File: config.mk
export PLATFORM = sky130hd
export DESIGN_NAME = bus_fabric
export DESIGN_NICKNAME = d
export VERILOG_FILES = /design/src/rtl/bus_fabric_pkg.sv /design/src/rtl/bus_fabric_decoder.sv /design/src/rtl/bus_fabric.sv
export SDC_FILE = /design/constraint.sdc
export NUM_CORES = 1
export LEC_CHECK = 0
export CORE_MARGIN = 2
export CORE_UTILIZATION = 35
export CTS_CLUSTER_SIZE = 14
export DETAILED_ROUTE_END_ITERATION = 8
export PLACE_DENSITY_LB_ADDON = 0.25
export SYNTH_ARGS = -nofsm -noshare
export SYNTH_HDL_FRONTEND = slang
export SYNTH_SLANG_ARGS = --single-unit
export TNS_END_PERCENT = 20
File: constraint.sdc
create_clock -name clk -period 1.7 [get_ports clk]
set_input_delay 0.255 -clock clk [delete_from_list [all_inputs] [get_ports clk]]
set_output_delay 0.255 -clock clk [all_outputs]
set_load 0.1 [all_outputs]
File: src/rtl/bus_fabric_pkg.sv
// Shared types and constants for the bus fabric: FSM states, the default
// wait-counter width and the default three-slave CPU address map.
package bus_fabric_pkg;

  typedef enum logic [1:0] {
    IDLE   = 2'd0,
    ACCESS = 2'd1,
    ERR    = 2'd2,
    DONE   = 2'd3
  } state_t;

  localparam int DEFAULT_TIMEOUT = 15;
  localparam int CNT_W = $clog2(DEFAULT_TIMEOUT + 1);

  // CPU system map: slave 0 = IO, slave 1 = RAM, slave 2 = peripherals.
  localparam int CPU_NS     = 3;
  localparam int CPU_IO     = 0;
  localparam int CPU_RAM    = 1;
  localparam int CPU_PERIPH = 2;
  localparam logic [CPU_NS*16-1:0] CPU_BASE = {16'h8000, 16'h4000, 16'h0000};
  localparam logic [CPU_NS*16-1:0] CPU_MASK = {16'hF000, 16'hC000, 16'hC000};

endpackage

File: src/rtl/bus_fabric_decoder.sv
// Combinational address-window decoder. Slave i hits when
// (addr & mask_i) == base_i; with overlapping windows the lowest index wins,
// so hit_vec is always zero or one-hot.
module addr_window_decoder
  import bus_fabric_pkg::*;
#(
  parameter int AW = 16,
  parameter int NS = 4
) (
  input  logic [AW-1:0]    addr,
  input  logic [NS*AW-1:0] base,
  input  logic [NS*AW-1:0] mask,
  output logic [NS-1:0]    hit_vec,
  output logic             hit
);

  // Priority scan from slave 0 upward; the first matching window claims the access.
  always_comb begin
    hit_vec = '0;
    hit     = 1'b0;
    for (int i = 0; i < NS; i++) begin
      if (!hit && ((addr & mask[i*AW +: AW]) == base[i*AW +: AW])) begin
        hit_vec[i] = 1'b1;
        hit        = 1'b1;
      end
    end
  end

endmodule

File: src/rtl/bus_fabric.sv
// Single-outstanding memory-mapped interconnect from the CPU data port to NS
// slaves. Requests are decoded against programmable windows, forwarded with
// registered chip-selects, and completed by a one-cycle m_ready pulse. A miss
// or an ack that does not arrive within TIMEOUT access cycles completes with
// m_err set and zero read data.
//
// Handshake: the master raises m_req with address/data stable; the request is
// taken on the rising edge on which the fabric is IDLE. Completion is the
// single cycle in which m_ready = 1; m_err and m_rdata are meaningful then,
// and m_rdata holds until the next completion. Toward the slaves, s_cs[i]
// stays high with stable s_addr/s_write/s_wdata until s_ack[i] is seen on a
// rising edge; acks from unselected slaves are ignored.
module bus_fabric
  import bus_fabric_pkg::*;
#(
  parameter int AW = 16,
  parameter int DW = 16,
  parameter int NS = 4,
  parameter logic [NS*AW-1:0] BASE = {NS{16'h0000}},
  parameter logic [NS*AW-1:0] MASK = {NS{16'hC000}},
  parameter int TIMEOUT = 15
) (
  input  logic             clk,
  input  logic             rst,
  input  logic             m_req,
  input  logic [AW-1:0]    m_addr,
  input  logic             m_write,
  input  logic [DW-1:0]    m_wdata,
  output logic [DW-1:0]    m_rdata,
  output logic             m_ready,
  output logic             m_err,
  output logic [NS-1:0]    s_cs,
  output logic             s_write,
  output logic [AW-1:0]    s_addr,
  output logic [DW-1:0]    s_wdata,
  input  logic [NS*DW-1:0] s_rdata,
  input  logic [NS-1:0]    s_ack
);

  localparam int CW = $clog2(TIMEOUT + 1);

  state_t          state;
  state_t          state_next;
  logic [NS-1:0]   hit_vec;
  logic            hit;
  logic [CW-1:0]   cnt;
  logic            ack_sel;
  logic [DW-1:0]   rdata_sel;
  logic            timeout;

  addr_window_decoder #(
    .AW (AW),
    .NS (NS)
  ) u_decoder (
    .addr    (m_addr),
    .base    (BASE),
    .mask    (MASK),
    .hit_vec (hit_vec),
    .hit     (hit)
  );

  // s_cs is one-hot during ACCESS, so it directly selects the ack and read slice.
  always_comb begin
    ack_sel   = |(s_ack & s_cs);
    rdata_sel = '0;
    for (int i = 0; i < NS; i++) begin
      if (s_cs[i]) rdata_sel = s_rdata[i*DW +: DW];
    end
  end

  // Last permitted access cycle; an ack arriving in it still wins.
  assign timeout = (cnt == CW'(TIMEOUT - 1));

  // State register.
  always_ff @(posedge clk) begin
    if (rst) state <= IDLE;
    else     state <= state_next;
  end

  // Next-state logic.
  always_comb begin
    state_next = state;
    case (state)
      IDLE:    if (m_req) state_next = hit ? ACCESS : ERR;
      ACCESS:  if (ack_sel || timeout) state_next = DONE;
      ERR:     state_next = DONE;
      DONE:    state_next = IDLE;
      default: state_next = IDLE;
    endcase
  end

  // Registered slave-side and master-side outputs plus the wait counter.
  always_ff @(posedge clk) begin
    if (rst) begin
      m_rdata <= '0;
      m_ready <= 1'b0;
      m_err   <= 1'b0;
      s_cs    <= '0;
      s_write <= 1'b0;
      s_addr  <= '0;
      s_wdata <= '0;
      cnt     <= '0;
    end else begin
      m_ready <= (state_next == DONE);
      case (state)
        IDLE: begin
          if (m_req && hit) begin
            s_cs    <= hit_vec;
            s_write <= m_write;
            s_addr  <= m_addr;
            s_wdata <= m_wdata;
            cnt     <= '0;
          end
        end
        ACCESS: begin
          cnt <= cnt + 1'b1;
          if (ack_sel) begin
            s_cs    <= '0;
            s_write <= 1'b0;
            m_err   <= 1'b0;
            m_rdata <= s_write ? '0 : rdata_sel;
          end else if (timeout) begin
            s_cs    <= '0;
            s_write <= 1'b0;
            m_err   <= 1'b1;
            m_rdata <= '0;
          end
        end
        ERR: begin
          m_err   <= 1'b1;
          m_rdata <= '0;
        end
        default: ;
      endcase
    end
  end

endmodule
==> reports/results.txt <==
post-synthesis to final-layout area growth = 82.24%
dominant delay contributor by cell family on the critical path = buffers and inverters
Unique masters post-synth = 34
synthesized-area fraction occupied by adder cells = 0.03135
Final Net Count = 498
GRT overflow = 0
remaining antenna violation count = 0
diode insertion count for antenna repair = 0
Bufs and invs on worst path = 3
setup TNS = 0 ps
number of failing hold endpoints at the final stage = 0
outcome = finished clean
number of setup buffers added after CTS = 0
leakage power total = 1.554 nW
Setup crit start = state[0]
worst min-delay path class = in2reg
worst r2r src = state[0]
routability-driven placement congestion ratio = 0.7411
wire length of the first global-routing pass = 10520 µm
HPWL after DPL = 4681 µm
CP Launch Type = flop
post-route insts no fill = 473
Clock Sink Count = 58
Crit-path slowest cell = dfxtp_1
CP endpoint = s_write
area of the die = 0.007520 mm²
commonest non-fill, non-tap cells in the layout = 61 x nand2_1, 56 x dfxtp_1, 54 x buf_12
post-detailed-route wirelength per cell = 14.01 µm
cell row count = 30
proportion of synthesized chip area in sequential cells = 0.4848
power per standard cell area = 995.3 mW/mm²
Post-Synth Simple-Gate Area = 0.1886
via density per instance = 5.008
fillcell total = 542
Final Instance Area = 0.004364 mm²
vertical extent of the die = 86.72 µm
dominant combinational cell family by area after synthesis = compound AO/OA/AOI/OAI gates
overall fraction of global-route tracks in use = 0.1797
drt initial violations = 75
register bit total from synthesis = 58
Netlist Area Pre-Place = 0.002395 mm²
Final period util = 0.9694
nature of the critical path endpoint = flop
antenna violations before repair = 0
terminus of the critical flop-to-flop path = s_write
compound-cell area share of the yosys netlist = 0.2294
CTS Root Buffer Type = clkbuf_8
power consumption = 4.344 mW
ranking of synthesized cells by area = dfxtp_1 48%, a21oi_1 10%, nand2_1 9.6%, a32oi_1 6.2%, nand3_1 4.8%
critical path data required time = 1910 ps
max capacitance violation total = 0
area fraction of the dominant cell type after synthesis = 0.4848
CTS H-tree lvls = 3
post-CTS clock slew at the launch and capture registers of the worst setup and hold paths = 70 ps
average instance area after synthesis = 8.584 µm²
setup slack of the worst register-to-register path = 50 ps
most common cell after layout, fill and taps aside = nand2_1
clock latency on the worst-skew pair = 340 ps
actual slew at the worst max-slew pin = 571.1 ps
DR pass1 iterations = 4
multiplexer area fraction after synthesis = 0
CTS buffer count = 9
arrival time at the worst endpoint = 1850 ps
synthesized netlist cell count = 279
ordered list of cells on the worst path = inv_1 > buf_4 > ha_2 > buf_4 > nand2b_1 > a22oi_2 > a211oi_1
share of final-layout standard cells stronger than drive strength 1 = 0.2519
met1 routed wirelength after detailed routing = 2806 µm
via count of the first global-routing pass = 2258
width of the chip = 86.72 µm
number of gates on the worst path with buffers counted = 7
Synth warnings = 0
buffer levels on the longest clock path = 2
core area = 0.006719 mm²
worst clock skew = 8.759 ps
Port Buffer Count = 104
path type of the worst setup path = reg2reg
xor-xnor portion of the synthesized cell area = 0
starting utilization of the core area = 0.3564
Ports = 159
post-cts hold buffer count = 0
critical path's largest stage delay = 360 ps
Slew Limit Fails = 0
Via Count = 2369
maximum resistive drop on vdd = 0.0009174 V
Setup violations, final = 0
CP max FO = 6
worst reg-to-reg path cell count = 7
top routing layer in use = met4
Worst path most repeated cell = buf_4
routed wl met3 = 633 µm
cell type with the largest total area after synthesis = dfxtp_1
clock tree from TritonCTS = done
Placed Instances = 457
shortest period the worst path allows = 1648 ps
normalized max-slew margin = 0.6193
maximum number of pins on one net before global-route repair = 28
total DRC errors in the routed layout = 0
fmax = 606.8 MHz
Total Routed Length = 6627 µm
instance area at placement = 0.004094 mm²
met2 wire len = 3122 µm
## cell type report
cell class	count	area, µm²	share of cell area
repair buffers	123	1732	0.3968
inverters	5	18.77	0.004300
well taps	80	100.1	0.02294
flip-flops and latches	58	1164	0.2666
clock inverters	6	105.1	0.02408
multi-input cells	191	1117	0.2560
clock buffers	10	127.6	0.02924
## repair_timing
item                                    4_1_cts  5_1_grt
endpoints found under the setup margin       20       49
pin swaps                                     0        1
gates resized for setup                       2        7
## power by group
group | switching (mW) | internal [mW]
Clock | 0.555 | 0.967
Combinational | 0.806 | 0.520
Sequential | 0.0681 | 1.43
## logic make-up (layout without fill, tap and decap cells)
kind of cell | count (synthesis) | count (layout)
and+or+nand+nor | 98 | 98
AOI/OAI and AO/OA | 84 | 84
DFF | 58 | 58
buffers and inverters | 32 | 144
adders and majority gates | 6 | 6
other | 1 | 3
## state kept, by name, indices dropped and copies added (netlist names)
| register | cells |
|---|---|
| cnt | 4 |
| m_err | 1 |
| m_rdata | 16 |
| m_ready | 1 |
| s_addr | 16 |
| s_cs | 1 |
| s_wdata | 16 |
| s_write | 1 |
| state | 2 |
## stage by stage
stage | worst slack (ps) | hold WS, ps | utilization
global placement | -283.5 | 478.5 | 0.6093
detailed placement | -355.9 | 483.7 | 0.6093
CTS | -12.89 | 300.3 | 0.6451
global route | -15.51 | 339.8 | 0.6495
finish | 52.04 | 320.3 | 0.6495
floorplan | 130.2 | 327.2 | -
## how the worst min path moves through the flow
| stage | from | end | slack, ps | cells past startpoint |
|---|---|---|---|---|
| after floorplan | rst | state[0] | 330 | 1 |
| after global placement | s_wdata[15] | s_wdata[15] | 480 | 2 |
| after detailed placement | s_wdata[10] | s_wdata[10] | 480 | 2 |
| after CTS | rst | s_wdata[10] | 300 | 2 |
| after global routing | rst | s_addr[0] | 340 | 2 |
| final | rst | s_wdata[10] | 320 | 2 |
## Yosys cell counts
cell / instances
nor2b_1: 1
clkbuf_1: 10
ha_1: 6
a31oi_1: 4
or3b_1: 1
dfxtp_1: 58
a2111oi_2: 1
buf_6: 1
nand4bb_2: 1
nand2b_1: 1
conb_1: 1
a22oi_1: 1
buf_2: 12
a21boi_2: 1
and4bb_1: 1
a211o_1: 4
a21oi_1: 50
nor2_2: 1
buf_4: 3
nor2_1: 3
a311oi_2: 1
buf_1: 1
a2111o_1: 1
and3b_1: 1
nand2_1: 61
a211oi_1: 2
o211ai_1: 1
a32oi_1: 17
nand3_1: 23
nand3b_1: 1
inv_1: 5
nor3b_1: 2
nand2b_2: 1
o21a_1: 1
## per-layer routing
metal	vias to the layer above	GRT usage
met5	-	0
met4	0	0.07244
met1	1073	0.2075
met3	9	0.08190
met2	91	0.2895
li1	1196	-
(Power assumes the default switching activity.)
